### src/rtl/tcu_ctrl_recv_slot_pkg.sv
// tcu_ctrl_recv_slot_pkg: shared TCU widths, register addresses, receive-EP field layout and error codes
package tcu_ctrl_recv_slot_pkg;
  localparam int TCU_REG_DATA_SIZE = 64;
  localparam int TCU_REG_ADDR_SIZE = 32;
  localparam int TCU_EP_SIZE       = 7;
  localparam int TCU_SLOT_SIZE     = 5;
  localparam int TCU_ERROR_SIZE    = 5;
  localparam logic [TCU_REG_ADDR_SIZE-1:0] TCU_REGADDR_CUR_VPE  = 32'h0000_0020;
  localparam logic [TCU_REG_ADDR_SIZE-1:0] TCU_REGADDR_EP_START = 32'h0000_0100;
  localparam logic [TCU_REG_ADDR_SIZE-1:0] TCU_EP_REG_SIZE      = 32'h0000_0018;
  typedef enum logic [2:0] {
    TCU_EP_INVALID = 3'd0,
    TCU_EP_SEND    = 3'd1,
    TCU_EP_RECEIVE = 3'd2,
    TCU_EP_MEMORY  = 3'd3
  } tcu_ep_type_e;
  localparam logic [TCU_ERROR_SIZE-1:0] TCU_ERROR_NONE               = 5'd0;
  localparam logic [TCU_ERROR_SIZE-1:0] TCU_ERROR_NO_REP             = 5'd4;
  localparam logic [TCU_ERROR_SIZE-1:0] TCU_ERROR_CRITICAL           = 5'd15;
  localparam logic [TCU_ERROR_SIZE-1:0] TCU_ERROR_RECV_OUT_OF_BOUNDS = 5'd18;
  localparam logic [TCU_ERROR_SIZE-1:0] TCU_ERROR_RECV_NO_SPACE      = 5'd19;
  // receive-EP word0 layout, shared with the fetch engine
  localparam int TCU_EP_TYPE_LSB     = 0;
  localparam int TCU_EP_VPE_LSB      = 3;
  localparam int TCU_EP_SLOTSIZE_LSB = 19;
  localparam int TCU_EP_SLOTS_LSB    = 25;
  localparam int TCU_EP_RPOS_LSB     = 30;
  localparam int TCU_EP_WPOS_LSB     = 35;
  localparam logic [TCU_REG_DATA_SIZE-1:0] TCU_EP_WPOS_MASK  = 64'h1F << TCU_EP_WPOS_LSB;
  localparam logic [TCU_REG_DATA_SIZE-1:0] TCU_CUR_VPE_MSGS_MASK = 64'h0000_0000_FFFF_0000;
  function automatic logic [5:0] max_slot(input logic [4:0] slots);
    return (slots > 5'd5) ? 6'd32 : 6'd1 << slots[2:0];
  endfunction
  function automatic logic [31:0] slot_mask(input logic [5:0] m);
    return m[5] ? '1 : (32'd1 << m[4:0]) - 32'd1;
  endfunction
endpackage

### src/rtl/tcu_ctrl_recv_slot.sv
// tcu_ctrl_recv_slot: allocates a receive slot for an incoming NoC message and writes back EP and CUR_VPE state
module tcu_ctrl_recv_slot
  import tcu_ctrl_recv_slot_pkg::*;
#(
  parameter bit TCU_ENABLE_VIRT_PES = 1'b0
) (
  input  logic                           clk_i,
  input  logic                           reset_n_i,
  output logic                           rs_reg_en_o,
  output logic [TCU_REG_DATA_SIZE-1:0]   rs_reg_wben_o,
  output logic [TCU_REG_ADDR_SIZE-1:0]   rs_reg_addr_o,
  output logic [TCU_REG_DATA_SIZE-1:0]   rs_reg_wdata_o,
  input  logic                           rs_reg_stall_i,
  input  logic                           rs_start_i,
  input  logic [TCU_EP_SIZE-1:0]         rs_recvep_i,
  input  logic [3*TCU_REG_DATA_SIZE-1:0] rs_epdata_i,
  input  logic [15:0]                    rs_msg_size_i,
  input  logic [31:0]                    rs_cur_vpe_i,
  output logic                           rs_active_o,
  output logic [TCU_REG_DATA_SIZE-1:0]   rs_msgaddr_o,
  output logic                           rs_done_o,
  output logic [TCU_ERROR_SIZE-1:0]      rs_error_o,
  input  logic                           tcu_features_virt_pes_i
);
  localparam logic [2:0] S_IDLE   = 3'd0;
  localparam logic [2:0] S_FIND   = 3'd1;
  localparam logic [2:0] S_WR_EP0 = 3'd2;
  localparam logic [2:0] S_WR_EP2 = 3'd3;
  localparam logic [2:0] S_WR_VPE = 3'd4;
  localparam logic [2:0] S_FINISH = 3'd5;
  logic [2:0] state_q, state_d;
  logic [TCU_SLOT_SIZE-1:0] idx_q, idx_d, wpos_q, wpos_d;
  logic [4:0] slots_q, slots_d;
  logic [5:0] slotsize_q, slotsize_d;
  logic [15:0] vpeid_q, vpeid_d;
  logic [31:0] occ_q, occ_d;
  logic [TCU_REG_DATA_SIZE-1:0] buf_q, buf_d;
  logic [TCU_REG_ADDR_SIZE-1:0] base_q, base_d, addr_q, addr_d;
  logic [TCU_REG_DATA_SIZE-1:0] wben_q, wben_d, wdata_q, wdata_d, msgaddr_q, msgaddr_d;
  logic [TCU_ERROR_SIZE-1:0] err_q, err_d;
  logic done_q;
  logic [63:0] w0_in;
  logic [31:0] occ_in, mask_in, one_hot;
  logic [5:0] ss_in, max_q, inc;
  logic [TCU_ERROR_SIZE-1:0] start_err;
  logic [TCU_SLOT_SIZE-1:0] idx_inc;
  logic [15:0] msgs, msgs_inc;
  logic vpe_upd, unused_bits;
  assign w0_in   = rs_epdata_i[63:0];
  assign occ_in  = rs_epdata_i[128 +: 32];
  assign ss_in   = w0_in[TCU_EP_SLOTSIZE_LSB +: 6];
  assign mask_in = slot_mask(max_slot(w0_in[TCU_EP_SLOTS_LSB +: 5]));
  // admission checks are evaluated on the live inputs in the start cycle
  assign start_err = (w0_in[TCU_EP_TYPE_LSB +: 3] != TCU_EP_RECEIVE) ? TCU_ERROR_NO_REP :
                     (64'(rs_msg_size_i) > (64'd1 << ss_in)) ? TCU_ERROR_RECV_OUT_OF_BOUNDS :
                     ((occ_in & mask_in) == mask_in) ? TCU_ERROR_RECV_NO_SPACE : TCU_ERROR_NONE;
  assign max_q    = max_slot(slots_q);
  assign inc      = {1'b0, idx_q} + 6'd1;
  assign idx_inc  = (inc == max_q) ? '0 : inc[TCU_SLOT_SIZE-1:0];
  assign one_hot  = 32'd1 << idx_q;
  assign msgs     = rs_cur_vpe_i[31:16];
  assign msgs_inc = (&msgs) ? msgs : msgs + 16'd1;
  assign vpe_upd  = TCU_ENABLE_VIRT_PES && tcu_features_virt_pes_i && (vpeid_q == rs_cur_vpe_i[15:0]);
  assign unused_bits = ^{w0_in[63:40], w0_in[34:30], rs_epdata_i[191:160]};
  always_comb begin
    state_d    = state_q;
    idx_d      = idx_q;
    wpos_d     = wpos_q;
    slots_d    = slots_q;
    slotsize_d = slotsize_q;
    vpeid_d    = vpeid_q;
    occ_d      = occ_q;
    buf_d      = buf_q;
    base_d     = base_q;
    addr_d     = addr_q;
    wben_d     = wben_q;
    wdata_d    = wdata_q;
    msgaddr_d  = msgaddr_q;
    err_d      = err_q;
    case (state_q)
      S_IDLE: if (rs_start_i) begin
        wpos_d     = w0_in[TCU_EP_WPOS_LSB +: TCU_SLOT_SIZE];
        idx_d      = w0_in[TCU_EP_WPOS_LSB +: TCU_SLOT_SIZE];
        slots_d    = w0_in[TCU_EP_SLOTS_LSB +: 5];
        slotsize_d = ss_in;
        vpeid_d    = w0_in[TCU_EP_VPE_LSB +: 16];
        occ_d      = occ_in;
        buf_d      = rs_epdata_i[127:64];
        base_d     = TCU_REGADDR_EP_START + TCU_REG_ADDR_SIZE'(rs_recvep_i) * TCU_EP_REG_SIZE;
        err_d      = start_err;
        state_d    = (start_err == TCU_ERROR_NONE) ? S_FIND : S_FINISH;
      end
      S_FIND: if (!occ_q[idx_q]) begin
        state_d   = S_WR_EP0;
        addr_d    = base_q;
        wben_d    = TCU_EP_WPOS_MASK;
        wdata_d   = 64'(idx_inc) << TCU_EP_WPOS_LSB;
        msgaddr_d = buf_q + (64'(idx_q) << slotsize_q);
      end else begin
        idx_d   = idx_inc;
        err_d   = (idx_inc == wpos_q) ? TCU_ERROR_CRITICAL : err_q;
        state_d = (idx_inc == wpos_q) ? S_FINISH : S_FIND;
      end
      S_WR_EP0: if (!rs_reg_stall_i) begin
        state_d = S_WR_EP2;
        addr_d  = base_q + 32'h10;
        wben_d  = {one_hot, one_hot};
        wdata_d = {one_hot, one_hot};
      end
      S_WR_EP2: if (!rs_reg_stall_i) begin
        state_d = vpe_upd ? S_WR_VPE : S_FINISH;
        addr_d  = vpe_upd ? TCU_REGADDR_CUR_VPE : addr_q;
        wben_d  = vpe_upd ? TCU_CUR_VPE_MSGS_MASK : wben_q;
        wdata_d = vpe_upd ? {32'd0, msgs_inc, 16'd0} : wdata_q;
      end
      S_WR_VPE: state_d = rs_reg_stall_i ? S_WR_VPE : S_FINISH;
      default:  state_d = S_IDLE;
    endcase
  end
  always_ff @(posedge clk_i or negedge reset_n_i) begin
    if (!reset_n_i) begin
      state_q    <= S_IDLE;
      idx_q      <= '0;
      wpos_q     <= '0;
      slots_q    <= '0;
      slotsize_q <= '0;
      vpeid_q    <= '0;
      occ_q      <= '0;
      buf_q      <= '0;
      base_q     <= '0;
      addr_q     <= '0;
      wben_q     <= '0;
      wdata_q    <= '0;
      msgaddr_q  <= '0;
      err_q      <= TCU_ERROR_NONE;
      done_q     <= 1'b0;
    end else begin
      state_q    <= state_d;
      idx_q      <= idx_d;
      wpos_q     <= wpos_d;
      slots_q    <= slots_d;
      slotsize_q <= slotsize_d;
      vpeid_q    <= vpeid_d;
      occ_q      <= occ_d;
      buf_q      <= buf_d;
      base_q     <= base_d;
      addr_q     <= addr_d;
      wben_q     <= wben_d;
      wdata_q    <= wdata_d;
      msgaddr_q  <= msgaddr_d;
      err_q      <= err_d;
      done_q     <= (state_q == S_FINISH);
    end
  end
  assign rs_reg_en_o    = (state_q == S_WR_EP0) || (state_q == S_WR_EP2) || (state_q == S_WR_VPE);
  assign rs_reg_addr_o  = addr_q;
  assign rs_reg_wben_o  = wben_q;
  assign rs_reg_wdata_o = wdata_q;
  assign rs_active_o    = (state_q != S_IDLE);
  assign rs_msgaddr_o   = msgaddr_q;
  assign rs_done_o      = done_q;
  assign rs_error_o     = err_q;
endmodule

### config.mk
export PLATFORM = sky130hd
export DESIGN_NAME = tcu_ctrl_recv_slot
export DESIGN_NICKNAME = d
export VERILOG_FILES = /design/src/rtl/tcu_ctrl_recv_slot_pkg.sv /design/src/rtl/tcu_ctrl_recv_slot.sv
export SDC_FILE = /design/constraint.sdc
export NUM_CORES = 1
export LEC_CHECK = 0
export BUFFER_PORTS_ARGS = -buffer_cell sky130_fd_sc_hd__buf_2
export CORE_AREA = 4 4 186 188
export CTS_CLUSTER_DIAMETER = 50
export DETAILED_ROUTE_END_ITERATION = 6
export DIE_AREA = 0 0 190 192
export PLACE_DENSITY = 0.78
export RECOVER_POWER = 50
export SKIP_CTS_REPAIR_TIMING = 1
export SYNTH_ARGS = -nofsm -noshare
export SYNTH_HDL_FRONTEND = slang
export SYNTH_SLANG_ARGS = --single-unit
### constraint.sdc
create_clock -name clk_i -period 8.05 [get_ports clk_i]
set_input_delay 0.805 -clock clk_i [delete_from_list [all_inputs] [get_ports clk_i]]
set_output_delay 0.805 -clock clk_i [all_outputs]
set_load 0.01 [all_outputs]
# Word-level counts from Yosys, hierarchy flattened
# Cells that the tools add are included.
[totals]
reg_bits = 382
inputBits = 252
output_inout_bits = 232
[op_classes]
n_addsub = 5
n_mul = 1
magnitude_cmp = 4
n_eq_ne = 15
shift = 6
muxes = 32
bitwise = 2
reduce_logical = 13
[op_table]
columns = ["op", "count"]
rows = [
  ["case mux 64 bit (2 select lines)", 2],
  ["two-way mux 64 bit", 3],
  ["two-way mux 32 bit", 3],
  ["adder 64 bit", 1],
  ["> comparator 16 x 64 -> 1 bit", 1],
  ["case mux 32 bit (2 select lines)", 1],
  ["left shift 1 x 5 -> 32 bit, first input constant", 2],
  ["left shift 1 x 6 -> 64 bit, first input constant", 1],
  ["left shift 5 x 6 -> 64 bit", 1],
  ["two-way mux 5 bit", 9],
  ["adder 32 x 5 -> 32 bit, second input constant", 1],
  ["bitwise AND 32 bit", 1],
  ["equality test 32 bit", 1],
  ["subtractor 32 x 1 -> 32 bit, second input constant", 1],
  ["case mux 5 bit (2 select lines)", 2],
  ["two-way mux 3 bit", 6],
  ["case mux 3 bit (5 select lines)", 1],
  ["adder 9 x 12 -> 13 bit, first input constant", 1],
  ["two-way mux 6 bit", 2],
  ["!= test 2 bit, second input constant", 6],
  ["left shift 1 x 3 -> 6 bit, first input constant", 2],
  ["> comparator 5 x 3 -> 1 bit, second input constant", 2],
  ["multiplier 7 x 2 -> 9 bit, second input constant", 1],
  ["AND reduction 3 bit", 3],
  ["other kinds (18)", 24],
]

# Longest topological paths before layout
# Gate-level depths: netlist of the first run.
[depth]
depth_word = 14
depth_mapped = 20
depth_no_buf = 17

# Worst setup path after synthesis of the first run
# No wires, ideal clock.
[synth_timing]
kind = "reg-to-reg"
from = "register idx_q[0]"
to = "register msgaddr_q[60], in the netlist rs_msgaddr_o[60]"
arrival_time_ns = 4.090
slack_ns = 3.824
path_stages_with_launch = 18
cell_sequence = "dfrtp_1 -> buf_4 -> buf_1 -> mux2i_1 -> or2_2 -> nand2_1 -> o21ai_0 -> or2_2 -> nor2_1 -> ha_1 -> a21oi_1 -> a31oi_1 -> a221oi_1 -> o311ai_0 -> a311oi_1 -> o21ai_0 -> xnor2_1 -> o21ai_0"
[synth_between]
elab_chain_cells = 4
[synth_lines]
columns = ["element", "line", "rtl"]
rows = [
  ["start, declared", "tcu_ctrl_recv_slot.sv:32", "logic [TCU_SLOT_SIZE-1:0] idx_q, idx_d, wpos_q, wpos_d;"],
  ["start signal, assigned", "tcu_ctrl_recv_slot.sv:139", "idx_q <= idx_d;"],
  ["branches (longest 4 deep; another with adder 64 bit)", "n/a", ""],
  ["end signal, assigned", "tcu_ctrl_recv_slot.sv:150", "msgaddr_q <= msgaddr_d;"],
  ["end, declared", "tcu_ctrl_recv_slot.sv:39", "logic [TCU_REG_DATA_SIZE-1:0] wben_q, wben_d, wdata_q, wdata_d, msgaddr_q, msgaddr_d;"],
]
# Several ways; the timed one is not identified. The select of a mux whose other input is x is not followed.
# A chain may end at the register's enable or synchronous reset.

# Worst setup path in the final report of the first run
[layout_timing]
from = "register idx_q[1]"
to = "register msgaddr_q[52], in the netlist rs_msgaddr_o[52]"
# The elaborated chain is that of the path after synthesis.

==> results of run 1 <==
## power by group through the flow
stage | Sequential (mW) | Clock (mW) | Combinational [mW]
6_report | 2.27 | 1.62 | 3.50
3_3_place_gp | 2.25 | 0 | 3.44
5_1_grt | 2.33 | 1.71 | 3.90
3_5_place_dp | 2.27 | 0 | 3.52
4_1_cts | 2.25 | 1.65 | 3.55
2_1_floorplan | 2.15 | 0 | 2.51
## per-layer routing
| metal | vias up | share of wire | global-route usage |
|---|---|---|---|
| met5 | - | 0.00013 | 0 |
| li1 | 7472 | - | - |
| met2 | 641 | 0.45 | 0.4444 |
| met4 | 2 | 0.042 | 0.1091 |
| met3 | 123 | 0.073 | 0.04253 |
| met1 | 7449 | 0.43 | 0.3788 |
## cells in the final DEF, fill, tap and decap left out, drive strengths merged, types with 34 or more instances in the layout
| master | instances |
|---|---|
| xor2 | 41 |
| clkbuf | 254 |
| a21oi | 124 |
| nand3 | 37 |
| o21ai | 140 |
| buf | 152 |
| ha | 96 |
| a21o | 48 |
| nor2 | 129 |
| nand2 | 573 |
| dfrtp | 253 |
| inv | 51 |
| o31ai | 35 |
| xnor2 | 34 |
## cell type report
class | instances | area, um^2
clock inverters | 17 | 227.7
diodes | 2 | 5.005
repair buffers | 362 | 1582
clock buffers | 44 | 1002
well taps | 448 | 560.5
flip-flops and latches | 253 | 6331
multi-input cells | 1589 | 9161
fillers | 3167 | 14070
inverters | 46 | 172.7
## logic make-up after synthesis
kind of cell    share of synthesized area
simple gates                       0.2237
compound gates                     0.1827
flops                              0.3779
buf+inv                           0.08132
fa+ha+maj                         0.07408
xor+xnor                          0.03921
mux                               0.02098
other cells                     0.0002238
## stage by stage
stage,cells,hold slack (ps),worst slack [ps]
floorplan,2091,440.3,3824
global placement,2698,454.2,2811
detailed placement,2698,458.0,2721
CTS,2759,433.3,2648
global route,2761,471.0,2150
finish,2761,383.9,2485
## sequential cells by signal (all words and copies together), names as in the netlist
name and cells:
base_q 10, rs_error_o 5, rs_reg_wben_o 37, rs_done_o 1, wpos_q 5, rs_reg_addr_o 11, occ_q 32, idx_q 5
buf_q 64, state_q 3, slotsize_q 6, rs_msgaddr_o 64, slots_q 5, rs_reg_wdata_o 5
## worst max-delay path by stage
stage,startpoint,to,depth (start not counted)
finish,idx_q[1],rs_msgaddr_o[52],17
floorplan,idx_q[0],rs_msgaddr_o[60],17
CTS,idx_q[1],rs_msgaddr_o[52],17
detailed placement,idx_q[1],rs_msgaddr_o[60],17
global placement,idx_q[1],rs_msgaddr_o[52],17
global route,idx_q[1],rs_msgaddr_o[52],17
==> impl_metrics.yaml, run 1 <==
die:
  initial_utilization: 0.5060
  core-area_um2: 33110
  die_w_um: 190
  rows: 67
  io_pins: 484
  dieArea_um2: 36480
  die_height_um: 192
power:
  p_leak_nw: 9.094
  power.total_mw: 7.391
  p_per_area_nw_per_um2: 388.1
  swShare: 0.4574
  comb_power_share: 0.474
  power_frac_clock: 0.219
  peakVddDrop_v: 0.0002049
  pwr-share-seq: 0.307
  switching_power_mw: 3.381
  p_int_mw: 4.010
routing:
  drc: 0
  wirelength_um: 52210
  via_per_inst: 5.682
  wire_per_inst_um: 18.91
  dr.pass1.iters: 6
  vias: 15690
  final_antenna_net_count: 0
  drtIter0Drc: 1319
worst_setup_path:
  critical_path.max_fanout: 15
  cpMostUsedCell: "o21ai_0"
  critPathMaxStageDelay_ps: 840
  cp-start-kind: "flop"
  r2r_cells: 17
  slowest_stage: "dfrtp_1"
  path_cells: "mux2i_1 > or2_2 > nand2_1 > o21ai_0 > inv_1 > nand2_1 > nor2_1 > ha_1 > a21oi_1 > o211ai_1 > a21bo_2 > a221oi_1 > o311ai_0 > a311oi_1 > o21ai_0 > xnor2_1 > o21ai_0"
  reg2reg_from: "idx_q[1]"
  worst-path-buf-inv: 1
  r2r-end: "rs_msgaddr_o[52]"
  end_kind: "flop"
  worstPathArrival_ps: 5920
  path_class: "reg2reg"
  crit_required_ps: 8400
  r2r_setup_slack_ps: 2490
  path_delay_family: "compound AO/OA/AOI/OAI gates"
yosys:
  syn_area_um2: 16750
  synth.top_cells.by_area: "dfrtp_1 38%, nand2_1 13%, ha_1 7.2%"
  ys.warnings.count: 0
  synth_most_common_cell: "nand2_1"
  synth_edf_count: 0
  syn_avg_cell_area_um2: 8.090
  ys.flop_type: "dfrtp_1"
  synthTopCellsByCount: "573 x nand2_1, 253 x dfrtp_1, 136 x o21ai_0"
  synth-seq-cells: 253
  synth_cells: 2071
  async_reset_ff_frac: 1.000
  synth_area_leader_cell: "dfrtp_1"
  synth_cell_types: 73
  synth_top_area_frac: 0.3779
  yosysSeqAreaShare: 0.3779
sta:
  finalSetupViolations: 0
  finalCritPeriodShare: 0.6913
  worst_pin_slew_ps: 3013
  rsz0062_at_grt: "no"
  finalCriticalPeriod_ps: 5565
  setup_tns_ps: 0
  max_slew_margin: -1.008
  drv_slew: 56
  finalHoldViolCount: 0
  fmaxAchievable_mhz: 179.7
  finClkSkew_ps: 22.52
global_routing:
  grt.overflow.total: 0
  grt_pass1_wl_um: 80930
  grt_max_degree: 132
  antenna_found_initial: 3
  first_global_vias: 14910
  groute.usage.overall: 0.2766
placement:
  port_buffers: 352
  dpl.hpwl_um: 39180
  routabilityCongestion: 0.9690
  placed_area_um2: 18070
clock_tree:
  ctsHtreeMaxLevel: 2
  cts_tree: "done"
  cts_sinks: 253
  clockRootBuffer: "clkbuf_16"
  worst_skew_pair.late_latency_ps: 520
  cts_buffers: 35
  cts.path.max_buffers: 3
  path_clk_slew_ps: 70
cells_and_area:
  layout-drive-gt1-share: 0.1069
  fin_util: 0.5751
  layout.nets: 2637
  postLayoutCellArea_um2: 19040
  area_growth_pct: 13.65
worst_hold_path:
  min_path_type: "in2async"
status:
  status: "finished with violations"
  violations: "capacitance limit, slew limit"
job:
  cap_violations: 1
No activity file was read; power rests on OpenSTA's default activity.
==> run 2: changes to the inputs <==
Settings changed: CORE_AREA 4 4 186 188 to not set, CORE_MARGIN set to 4, CORE_UTILIZATION set to 48, DIE_AREA 0 0 190 192 to not set.
Clock period 8.05 ns to 5.05 ns, I/O delays scaled along.
==> impl_metrics.yaml, run 2 (synthesis results as in run 1) <==
cells_and_area:
  postLayoutCellArea_um2: 19350
  area_growth_pct: 15.48
  final_common_cell: "nand2_1"
  fin_util: 0.5615
  final_cells: 2794
  fillers: 3315
  layout.nets: 2663
  final_cell_mix: "572 x nand2_1, 253 x dfrtp_1, 247 x buf_2"
  layout-drive-gt1-share: 0.1617
routing:
  drtIter0Drc: 1228
  vias: 15650
  wirelength_um: 52650
  dr.pass1.iters: 6
  via_per_inst: 5.602
  final_antenna_net_count: 0
  wire_per_inst_um: 18.84
  drc: 0
sta:
  finalSetupViolations: 0
  setup_ws_ps: 420.6
  rsz0062_at_grt: "no"
  finClkSkew_ps: 23.62
  drv_slew: 110
  max_slew_margin: -0.8399
  worst_pin_slew_ps: 2760
  finalHoldViolCount: 0
  setup_tns_ps: 0
  fmaxAchievable_mhz: 216.0
  finalCritPeriodShare: 0.9167
  finalCriticalPeriod_ps: 4629
worst_setup_path:
  cp-start-kind: "flop"
  end_kind: "flop"
  critical_path.max_fanout: 11
  crit_required_ps: 5450
  r2r_cells: 17
  worstPathArrival_ps: 5030
  path_class: "reg2reg"
power:
  p_int_mw: 6.493
  power_frac_clock: 0.214
  switching_power_mw: 5.411
  swShare: 0.4545
  peakVddDrop_v: 0.0003353
  p_leak_nw: 9.661
  pwr-share-seq: 0.295
  comb_power_share: 0.491
  p_per_area_nw_per_um2: 615.2
status:
  status: "finished with violations"
  violations: "capacitance limit, slew limit"
die:
  die_height_um: 194.8
  core-area_um2: 34460
  io_pins: 484
  initial_utilization: 0.4862
  die_w_um: 194.8
  rows: 68
  dieArea_um2: 37960
global_routing:
  first_global_vias: 15110
  grt.overflow.total: 0
  grt_max_degree: 110
  antenna_found_initial: 5
  groute.usage.overall: 0.2661
  grt_pass1_wl_um: 81860
placement:
  placed_area_um2: 18300
  dpl.hpwl_um: 39970
  place_ws_ps: 492.0
  routabilityCongestion: 0.9512
  port_buffers: 352
  place_inst: 2732
clock_tree:
  cts_tree: "done"
  ctsHtreeMaxLevel: 2
  clockRootBuffer: "clkbuf_16"
  cts_buffers: 34
  cts.path.max_buffers: 3
  cts_sinks: 253
  path_clk_slew_ps: 60
  worst_skew_pair.late_latency_ps: 520
worst_hold_path:
  min_path_type: "in2reg"
  hold_depth: 3
job:
  cap_violations: 1
==> run 2: changes by cell type in the layout (fill, tap and decap cells not counted), sizes merged <==
cell	delta
bufinv	+1
inv	+2
clkinv	-2
buf	+130
clkbuf	-105
==> run 2: critical path: stages, from the launching register on <==
cell and delay (ps):
dfrtp_1 560, mux2i_1 340, nand2_1 110, o21a_1 180, a21oi_1 180, nand2b_1 350
nor2_1 80, ha_1 420, and4_1 280, nand3_1 120, or3_1 380, nor3_1 350
nor2_1 160, a31oi_1 210, buf_4 180, nand3_1 120, and3_1 220, o31a_1 270
==> run 2: per-stage QoR <==
stage,hold slack [ps],power [mW]
floorplan,209.4,7.420
global placement,453.8,9.202
detailed placement,460.1,9.364
CTS,90.62,11.99
global route,168.6,12.76
finish,166.8,11.90
==> run 2: worst paths after layout <==
check,from,end,slack (ps)
hold / removal,rs_epdata_i[127],buf_q[63],170
setup reg to reg,slotsize_q[0],rs_msgaddr_o[63],420
setup / recovery,slotsize_q[0],rs_msgaddr_o[63],420
hold reg to reg,occ_q[8],occ_q[8],470
max in group asynchronous,reset_n_i,occ_q[23],1380
min in group asynchronous,reset_n_i,buf_q[20],860
==> run 2: area by class of cell <==
type | count | area, um^2 | share of cell area
repair buffers | 389 | 1907 | 0.09855
clock buffers | 42 | 942.2 | 0.04869
clock inverters | 18 | 260.3 | 0.01345
diodes | 2 | 5.005 | 0.0002587
inverters | 46 | 172.7 | 0.008924
multi-input cells | 1589 | 9161 | 0.4735
flip-flops and latches | 253 | 6331 | 0.3272
well taps | 455 | 569.3 | 0.02942
==> run 2: metal layers <==
metal,wire (um),track usage,vias to the layer above
met3,3763,0.04698,116
met1,22700,0.3610,7402
met2,24500,0.4384,616
met5,29,0,-
met4,1657,0.08068,6
li1,-,-,7511
==> run 2: power groups by stage <==
stage	clock network (mW)	registers, mW	logic, mW
floorplan	0	3.42	4.00
global placement	0	3.47	5.73
detailed placement	0	3.51	5.85
CTS	2.60	3.49	5.90
global route	2.69	3.59	6.48
finish	2.55	3.51	5.85
